==> src/rtl/sat_adder_arbiter.sv <==
// Two-requester round-robin front end sharing one saturating add/sub datapath.
// Operands are captured on grant, the result is captured one cycle later, and a response pulses the cycle after that.
module sat_adder_arbiter #(
  parameter int WIDTH = 16,
  parameter bit SAT   = 1'b1
) (
  input  logic             clk,
  input  logic             rst_n,
  input  logic             req0_valid,
  input  logic [WIDTH-1:0] req0_a,
  input  logic [WIDTH-1:0] req0_b,
  input  logic             req0_sub,
  output logic             req0_ready,
  output logic             rsp0_valid,
  output logic [WIDTH-1:0] rsp0_sum,
  output logic             rsp0_ovfl,
  input  logic             req1_valid,
  input  logic [WIDTH-1:0] req1_a,
  input  logic [WIDTH-1:0] req1_b,
  input  logic             req1_sub,
  output logic             req1_ready,
  output logic             rsp1_valid,
  output logic [WIDTH-1:0] rsp1_sum,
  output logic             rsp1_ovfl,
  output logic             busy
);

  typedef enum logic [1:0] {IDLE, EXEC, RESP} state_t;

  localparam logic [WIDTH-1:0] SAT_MAX = {1'b0, {(WIDTH-1){1'b1}}};
  localparam logic [WIDTH-1:0] SAT_MIN = {1'b1, {(WIDTH-1){1'b0}}};

  state_t           state_q;
  logic             last_grant_q;
  logic             owner_q;
  logic             sub_q;
  logic [WIDTH-1:0] a_q;
  logic [WIDTH-1:0] b_q;
  logic [1:0]       rsp_valid_q;
  logic [WIDTH-1:0] rsp_sum_q [2];
  logic [1:0]       rsp_ovfl_q;

  logic             grant_vld;
  logic             grant_id;
  logic [WIDTH-1:0] b_eff;
  logic [WIDTH-1:0] raw_sum;
  logic             ovfl_d;
  logic [WIDTH-1:0] result_d;

  // On contention the requester that did not win last time is served.
  always_comb begin
    grant_vld = req0_valid | req1_valid;
    grant_id  = (req0_valid && req1_valid) ? ~last_grant_q : req1_valid;
  end

  assign req0_ready = (state_q == IDLE) && grant_vld && !grant_id;
  assign req1_ready = (state_q == IDLE) && grant_vld &&  grant_id;

  // Subtraction folds into the same adder as A + ~B + 1.
  always_comb begin
    b_eff   = sub_q ? ~b_q : b_q;
    raw_sum = a_q + b_eff + {{(WIDTH-1){1'b0}}, sub_q};
    if (sub_q) begin
      ovfl_d = (a_q[WIDTH-1] != b_q[WIDTH-1]) && (raw_sum[WIDTH-1] != a_q[WIDTH-1]);
    end else begin
      ovfl_d = (a_q[WIDTH-1] == b_q[WIDTH-1]) && (raw_sum[WIDTH-1] != a_q[WIDTH-1]);
    end
    if (SAT && ovfl_d) begin
      result_d = a_q[WIDTH-1] ? SAT_MIN : SAT_MAX;
    end else begin
      result_d = raw_sum;
    end
  end

  always_ff @(posedge clk or negedge rst_n) begin
    if (!rst_n) begin
      state_q      <= IDLE;
      last_grant_q <= 1'b1;
      owner_q      <= 1'b0;
      sub_q        <= 1'b0;
      a_q          <= '0;
      b_q          <= '0;
      rsp_valid_q  <= '0;
      rsp_sum_q[0] <= '0;
      rsp_sum_q[1] <= '0;
      rsp_ovfl_q   <= '0;
    end else begin
      rsp_valid_q <= '0;
      case (state_q)
        IDLE: begin
          if (grant_vld) begin
            a_q          <= grant_id ? req1_a   : req0_a;
            b_q          <= grant_id ? req1_b   : req0_b;
            sub_q        <= grant_id ? req1_sub : req0_sub;
            owner_q      <= grant_id;
            last_grant_q <= grant_id;
            state_q      <= EXEC;
          end
        end
        EXEC: begin
          rsp_sum_q[owner_q]   <= result_d;
          rsp_ovfl_q[owner_q]  <= ovfl_d;
          rsp_valid_q[owner_q] <= 1'b1;
          state_q              <= RESP;
        end
        RESP: begin
          state_q <= IDLE;
        end
        default: begin
          state_q <= IDLE;
        end
      endcase
    end
  end

  assign rsp0_valid = rsp_valid_q[0];
  assign rsp0_sum   = rsp_sum_q[0];
  assign rsp0_ovfl  = rsp_ovfl_q[0];
  assign rsp1_valid = rsp_valid_q[1];
  assign rsp1_sum   = rsp_sum_q[1];
  assign rsp1_ovfl  = rsp_ovfl_q[1];
  assign busy       = (state_q != IDLE);

endmodule

==> config.mk <==
export PLATFORM = sky130hd
export DESIGN_NAME = sat_adder_arbiter
export DESIGN_NICKNAME = d
export VERILOG_FILES = /design/src/rtl/sat_adder_arbiter.sv
export SDC_FILE = /design/constraint.sdc
export NUM_CORES = 1
export LEC_CHECK = 0
export CAP_MARGIN = 20
export CORE_ASPECT_RATIO = 1.2
export CORE_MARGIN = 2
export CORE_UTILIZATION = 50
export DETAILED_ROUTE_END_ITERATION = 10
export PLACE_DENSITY = 0.86
export SYNTH_ARGS = -nofsm -noshare
export SYNTH_HDL_FRONTEND = slang
export SYNTH_SLANG_ARGS = --single-unit
==> constraint.sdc <==
create_clock -name clk -period 8.46 [get_ports clk]
set_clock_uncertainty 0.15 [all_clocks]
set_input_delay 0.846 -clock clk [delete_from_list [all_inputs] [get_ports clk]]
set_output_delay 0.846 -clock clk [all_outputs]
set_load 0.05 [all_outputs]
==> summary by stage, run 1 <==
Drt
The detailed router finished its first iteration with 329 violations. The total number of vias is 3274. The routed via count divided by cell count is 5.664. The aggregate routed wire length is 8678 µm.

The first TritonRoute pass finished after 6 iterations. After detailed routing, the average wire length per cell comes to 15.01 µm. The count of unresolved DRC violations after routing is 0. The residual antenna-violating net count after detailed routing is 0.

Layout
The number of antenna diodes in the final layout is 0. The synthesis-to-layout area growth is 38.08%. The final cell count without fillers is 578. Of the cells placed in the final design, the portion with a size suffix greater than 1 is 0.07172. The commonest non-fill, non-tap cell in the layout is sky130_fd_sc_hd__clkdlybuf4s50_1. The final layout contains 569 nets.

Fill cells in the final layout number 557. In the layout the commonest cells are 107 x sky130_fd_sc_hd__clkdlybuf4s50_1, 72 x sky130_fd_sc_hd__dfrtp_1, 43 x sky130_fd_sc_hd__inv_1.

Yosys
After synthesis the netlist holds a flip-flop and latch count of 73. The share of the Yosys chip area taken by registers is 0.4877. Dividing the synthesized area by the synthesized cell count gives 9.943 µm².

The library cell occupying the most area in the post-synthesis netlist is sky130_fd_sc_hd__dfrtp_1. In this run, distinct cell masters in the synthesized netlist total 45. The share of synthesized area in the top cell type comes to 0.4806. The number of enable flip-flop cells after synthesis is 0. After synthesis, the cell types taking the most area are sky130_fd_sc_hd__dfrtp_1 48%, sky130_fd_sc_hd__a222oi_1 8.8%, sky130_fd_sc_hd__xor2_1 5.1%, sky130_fd_sc_hd__ha_1 5.0%, sky130_fd_sc_hd__inv_1 4.3%.

For this run, the number of Yosys warnings is 0. The number of nets produced by synthesis is 463. The commonest register cell after synthesis is sky130_fd_sc_hd__dfrtp_1. Summing every instance area after synthesis gives 3749 µm².

After technology mapping, the gate count stands at 377. Counting flops with an async set or reset pin after synthesis yields a share of 1.000.

STA
The achievable frequency is 0.2700 GHz. At the pin with the least slew margin, the transition time is 874.9 ps. The portion of the clock cycle consumed by the worst path in the final layout is 0.4379. In the final timing run, aggregate negative setup slack is 0 ps. The max-slew violation total from the final report is 0. The worst hold slack across all endpoints is 315.5 ps. Setup repair after global routing left no endpoint under its margin.

Setup violations remaining at the end of the flow were counted as 0. Setup slack closes at 4756 ps. The tightest slew margin relative to the limit is 0.4167.

The final critical delay including setup and external delays is 3704 ps. The number of failing hold endpoints at the final stage is 0.

Clock tree
In this run the clock root is driven by a sky130_fd_sc_hd__clkbuf_8. The hold buffer count at cts is 0. Buffers inserted during clock tree synthesis total 9. TritonCTS built the clock tree. The clock transition time at the flip-flop clock pins of the worst setup and hold paths is 70 ps. CTS built an H-tree with a depth of 3. The number of buffers on the longest clock path is 2. The total of cells resized after clock tree synthesis is 0. Clock latency on the worst-skew pair, taken at its later pin, is 340 ps.

Post-CTS timing repair inserted 0 buffers for setup. The clock net in this run drives a total of 73 sinks.

Worst setup path
Walking the worst path, the cells encountered are clkdlybuf4s50_1 > o21ai_0 > nor2_2 > clkdlybuf4s50_1. STA classifies the critical path startpoint as an input pin. The count of buffering cells on the critical path with inverters included is 2. STA classifies the critical path endpoint as a primary output. The data arrival time of the worst path is 2710 ps. The critical path in this run is classified as in -> out. For the worst setup path, the data required time is 7460 ps. The largest single stage delay on the critical path is 890 ps. The family with the most delay on the worst path is buffers and inverters.

The slowest cell on the critical path is sky130_fd_sc_hd__clkdlybuf4s50_1. The critical path's most frequent cell is sky130_fd_sc_hd__clkdlybuf4s50_1. The peak fanout along the critical path is 8.

Die
For this configuration, the core starts out at a cell density of 0.5153. The core area is 7274 µm². The die height is 98.85 µm.

The x dimension of the die is 83.04 µm. In this run the core area contains 34 standard-cell rows. The area enclosed by the die boundary is 8209 µm². 109 I/O pins were placed.

Global route
The initial antenna violation count is 0. The first global-routing pass estimated 14030 µm of wire. Entering global routing, the biggest net connects 74 pins.

For this run, global-route usage on met2 was measured as 0.3493. Across every metal layer, demand over resource in global routing totals 0.2110. The remaining global-route overflow is 0. The met3 demand-to-capacity share in global routing is 0.03601. For met1 alone, demand over resource in global routing was 0.2723. The number of global-route vias before repair is 3091. The layer flagged by global routing as most heavily used is met2.

Job
Across the run, the number of max-cap violations was 0.

Place
In this run the tool buffered the top-level ports with 108 buffer cells. The global placer's final weighted congestion is 0.8461. The worst setup slack after placement is 4023 ps. The detailed placer's ending HPWL is 6442 µm.

Including well taps, the total number of placed cells is 560.

Hold path
The path class of the tightest hold or removal check is reg -> reg.

Run status
The flow ran to the end, and the final reports show no timing, DRC or antenna violations.
==> area by class of cell <==
type | instances | area (µm²) | share of cell area
Multi-Input combinational cell | 242 | 1682 | 0.3249
Clock buffer | 11 | 141.4 | 0.02731
Clock inverter | 5 | 102.6 | 0.01982
Tap cell | 90 | 112.6 | 0.02175
Sequential cell | 73 | 1828 | 0.3532
Timing Repair Buffer | 114 | 1149 | 0.2219
Inverter | 43 | 161.4 | 0.03118
==> Yosys cell counts (2+ instances only) <==
| cell type | number |
|---|---|
| sky130_fd_sc_hd__ha_1 | 15 |
| sky130_fd_sc_hd__clkbuf_1 | 14 |
| sky130_fd_sc_hd__nand4_1 | 2 |
| sky130_fd_sc_hd__and3_1 | 3 |
| sky130_fd_sc_hd__o21ai_1 | 15 |
| sky130_fd_sc_hd__inv_1 | 43 |
| sky130_fd_sc_hd__nand2_1 | 36 |
| sky130_fd_sc_hd__or2_2 | 2 |
| sky130_fd_sc_hd__o21bai_1 | 3 |
| sky130_fd_sc_hd__xor2_1 | 22 |
| sky130_fd_sc_hd__xnor2_1 | 4 |
| sky130_fd_sc_hd__a21o_1 | 4 |
| sky130_fd_sc_hd__nand3_1 | 4 |
| sky130_fd_sc_hd__a21oi_1 | 28 |
| sky130_fd_sc_hd__a31oi_1 | 3 |
| sky130_fd_sc_hd__a222oi_1 | 33 |
| sky130_fd_sc_hd__buf_1 | 2 |
| sky130_fd_sc_hd__nor3_1 | 2 |
| sky130_fd_sc_hd__and2_1 | 2 |
| sky130_fd_sc_hd__a211oi_1 | 2 |
| sky130_fd_sc_hd__dfrtp_1 | 72 |
| sky130_fd_sc_hd__nor2b_1 | 4 |
| sky130_fd_sc_hd__nand2b_1 | 4 |
| sky130_fd_sc_hd__nor2_1 | 14 |
| sky130_fd_sc_hd__mux2_2 | 4 |
| sky130_fd_sc_hd__o21ai_0 | 21 |
==> path summary, 6_finish.rpt <==
check / end / slack, ps / startpoint / cells after the start
setup / recovery: req0_ready / 4760 / req0_valid / 4
hold / removal: state_q[1] / 320 / state_q[1] / 1
setup reg to reg: rsp0_sum[4] / 4960 / sub_q / 9
hold reg to reg: state_q[1] / 320 / state_q[1] / 1
max in group asynchronous: rsp0_sum[0] / 7040 / rst_n / 2
min in group asynchronous: b_q[15] / 540 / rst_n / 2
==> metrics by stage <==
step	cell area, µm²	util
5_1_grt	5176	0.7116
6_report	5176	0.7116
3_5_place_dp	4890	0.6722
4_1_cts	5134	0.7057
3_3_place_gp	4890	0.6722
2_1_floorplan	3749	-
==> flip-flops by register name, summed over array words and instances, names as in the netlist, 2 cells and up <==
| signal | count |
|---|---|
| a_q | 16 |
| b_q | 16 |
| rsp0_sum | 16 |
| rsp1_sum | 16 |
| rsp_ovfl_q | 2 |
| rsp_valid_q | 2 |
| state_q | 2 |
==> cells by family (layout without fill, tap and decap cells) <==
| kind of cell | count (synthesis) | in the layout | share of synthesized area |
|---|---|---|---|
| buffers and inverters | 62 | 173 | 0.06542 |
| AND/OR/NAND/NOR | 75 | 75 | 0.08979 |
| flip-flops | 73 | 73 | 0.4877 |
| multiplexers | 5 | 5 | 0.01469 |
| XOR/XNOR | 26 | 26 | 0.06075 |
| adder cells (fa/ha/maj) | 16 | 16 | 0.05541 |
| AO/OA/AOI/OAI | 120 | 120 | 0.2263 |
==> per-layer routing <==
layer | vias up | part of all wire
li1 | 1584 | -
met1 | 1539 | 0.42
met2 | 132 | 0.50
met3 | 19 | 0.056
met4 | 0 | 0.024
met5 | - | 0
Power of run 1 is left out: the tool's default activity adds up to more than one toggle a clock period on the data nets, which glitch-free logic cannot reach.
==> inputs of run 2 (changes only) <==
CORE_UTILIZATION = 43   (was 50)
PLACE_DENSITY = 0.78   (was 0.86)
clock period = 3.25 ns   (was 8.46 ns; I/O delays follow)
==> run 2 against run 1 <==
Net effect: critical path type is now reg -> reg; highest routed layer unchanged; non-clock buffer count grew 7; register-to-register slack worse by 4700 ps; sequential share of layout area fell by 0.55 points; critical path depth rose by 7.
==> summary by stage, run 2 (synthesis results as in run 1) <==
Hold path
Along the worst hold path, the cell count comes to 1. The end point of the worst hold path is state_q[1]. The startpoint of the lowest-slack hold path is state_q[1].

The class of the worst hold path is reg -> reg.

Global route
For this run, the total global-route usage over all layers was measured as 0.2005. The remaining global-route overflow is 0. The initial antenna violation count was 0.

The first global-routing pass estimated 14700 µm of wire. The number of global-route vias before repair is 3160. Entering global routing, the biggest net connects 74 pins.

STA
For this run, the top clock speed supported by timing is 0.3313 GHz. Setup repair after global routing left no endpoint under its margin. The portion of the clock cycle consumed by the worst path in the final layout is 0.9289. The slew at the pin closest to its max-slew limit is 523.8 ps. The tightest slew margin relative to the limit is 0.6497. The number of failing hold endpoints at the final stage came to 0. The final critical delay including setup and external delays is 3019 ps. The setup TNS after final layout is 0 ps. The worst path setup slack after routing is 231.2 ps. Setup violations remaining at the end of the flow were counted as 0. The max-slew violation total from the final report is 0. Hold timing on the final database bottoms out at a slack of 307.1 ps.

Drt
After detailed routing, the number of remaining DRC violations is 0. The detailed router placed 3220 vias in this run. The routed wirelength normalized by instance count is 14.83 µm.

The first-pass iteration count of the detailed router is 6. After detailed routing, the number of vias per cell comes to 5.261. For this block, the initial DRC count from the detailed router was 209. The aggregate routed wire length is 9078 µm. The residual antenna-violating net count after detailed routing is 0.

Die
The floorplan step set the die height to 106.3 µm. The site row count is 37. The die covers 9484 µm². The initial utilization of the core area, before any placement, comes to 0.4401.

109 I/O pins were placed. The core area is 8518 µm². The x dimension of the die is 89.24 µm.

Clock tree
The cell sitting at the root of the clock tree is a sky130_fd_sc_hd__clkbuf_8. The number of buffers on the longest clock path is 2. After clock tree synthesis, the clock-pin slew on the worst setup and hold paths is 80 ps. For this design, the sink count on the clock tree is 73. The clock tree from TritonCTS is built. In this run the number of H-tree levels came out at 3.

The number of clock buffers added by TritonCTS is 9. The clock reaches the later pin of the worst-skew pair after 350 ps.

Layout
Of the cells placed in the final design, the portion with a size suffix greater than 1 is 0.08889. The footprint of the multi-input gates is 1684 µm². The commonest non-fill, non-tap cell in the layout is sky130_fd_sc_hd__clkdlybuf4s50_1. Leaving out fill and tap cells, the most frequent cells in the layout are 106 x sky130_fd_sc_hd__clkdlybuf4s50_1, 72 x sky130_fd_sc_hd__dfrtp_1, 43 x sky130_fd_sc_hd__inv_1.

The number of diodes is 0. The net count of the finished layout is 576. The synthesis-to-layout area growth is 40.25%. The finished layout cell area is 5258 µm². The total of fill cells in the finished design is 734. The area taken by flip-flops and latches is 1828 µm².

Worst setup path
The capture instance of the worst register-to-register path is rsp0_sum[5]. The startpoint identified for the worst register-to-register timing path is sub_q. The worst register-to-register path has a setup slack of 230 ps. The critical path is of the reg -> reg type. The cell count of the worst reg-to-reg path is 11. The data arrival time of the worst path is 3120 ps. STA classifies the critical path startpoint as a flip-flop. The type of destination of the critical path is a flip-flop. The peak fanout along the critical path is 13. The required time of the critical path is 3350 ps.

Job
The number of max-capacitance violations reported is 0.

Place
The placed instances occupy a cell area of 4996 µm². The worst setup slack after placement is 119.7 ps. The count of input and output buffers is 108. The detailed placer's ending HPWL is 6821 µm. The global placer's final weighted congestion is 0.8187.

Run status
The flow ran to the end, and the final reports show no timing, DRC or antenna violations.
==> run 2: cell types whose count changed in the layout (fill, tap and decap cells not counted), sizes merged <==
cell / delta
buf: +7
bufinv: -2
clkdlybuf4s50: -1
clkinvlp: +1
dlygate4sd3: +1
inv: +1
==> run 2: metal layers <==
metal / up-vias / part of all wire / global-route usage
met1: 1501 / 0.42 / 0.2505
met4: 0 / 0.033 / 0.1098
met2: 114 / 0.50 / 0.3233
li1: 1582 / - / -
met5: - / 0 / 0
met3: 23 / 0.043 / 0.03494
==> run 2: final cells by class <==
type,count,share of cell area
Clock buffer,11,0.02880
Timing Repair Buffer,121,0.2327
Inverter,43,0.03070
Tap cell,117,0.02784
Sequential cell,73,0.3477
Multi-Input combinational cell,242,0.3203
Clock inverter,5,0.01190
==> run 2: how the worst max path moves through the flow <==
stage / cells after the start / to / start
final: 11 / rsp0_sum[5] / sub_q
after detailed placement: 10 / rsp0_sum[2] / sub_q
after CTS: 11 / rsp0_sum[6] / sub_q
after global routing: 11 / rsp1_sum[5] / sub_q
after floorplan: 12 / rsp0_sum[12] / sub_q
after global placement: 11 / rsp0_sum[6] / sub_q
==> run 2: per-stage QoR <==
stage | utilization | instances
finish | 0.6172 | 612
global route | 0.6172 | 612
CTS | 0.6128 | 609
detailed placement | 0.5865 | 592
global placement | 0.5865 | 592
floorplan | - | 377
==> run 2: worst max-delay path, cell delays in order (launching register included) <==
cell and delay, ps:
sky130_fd_sc_hd__dfrtp_1 410, sky130_fd_sc_hd__buf_12 160, sky130_fd_sc_hd__xor2_1 170, sky130_fd_sc_hd__ha_1 380, sky130_fd_sc_hd__a211oi_1 270, sky130_fd_sc_hd__nand2_1 130
sky130_fd_sc_hd__o21ai_1 230, sky130_fd_sc_hd__a211o_1 300, sky130_fd_sc_hd__a211oi_4 110, sky130_fd_sc_hd__buf_12 170, sky130_fd_sc_hd__o21bai_1 170, sky130_fd_sc_hd__mux2_2 270
==> run 2: what timing repair did <==
item                                   4_1_cts  5_1_grt
buffers inserted                             0        3
endpoints found under the hold margin       72        0
resized for setup                            0        1
setup endpoints to repair                    0       30
hold buffers                                 1        0
Power of run 2 is left out for the same reason.
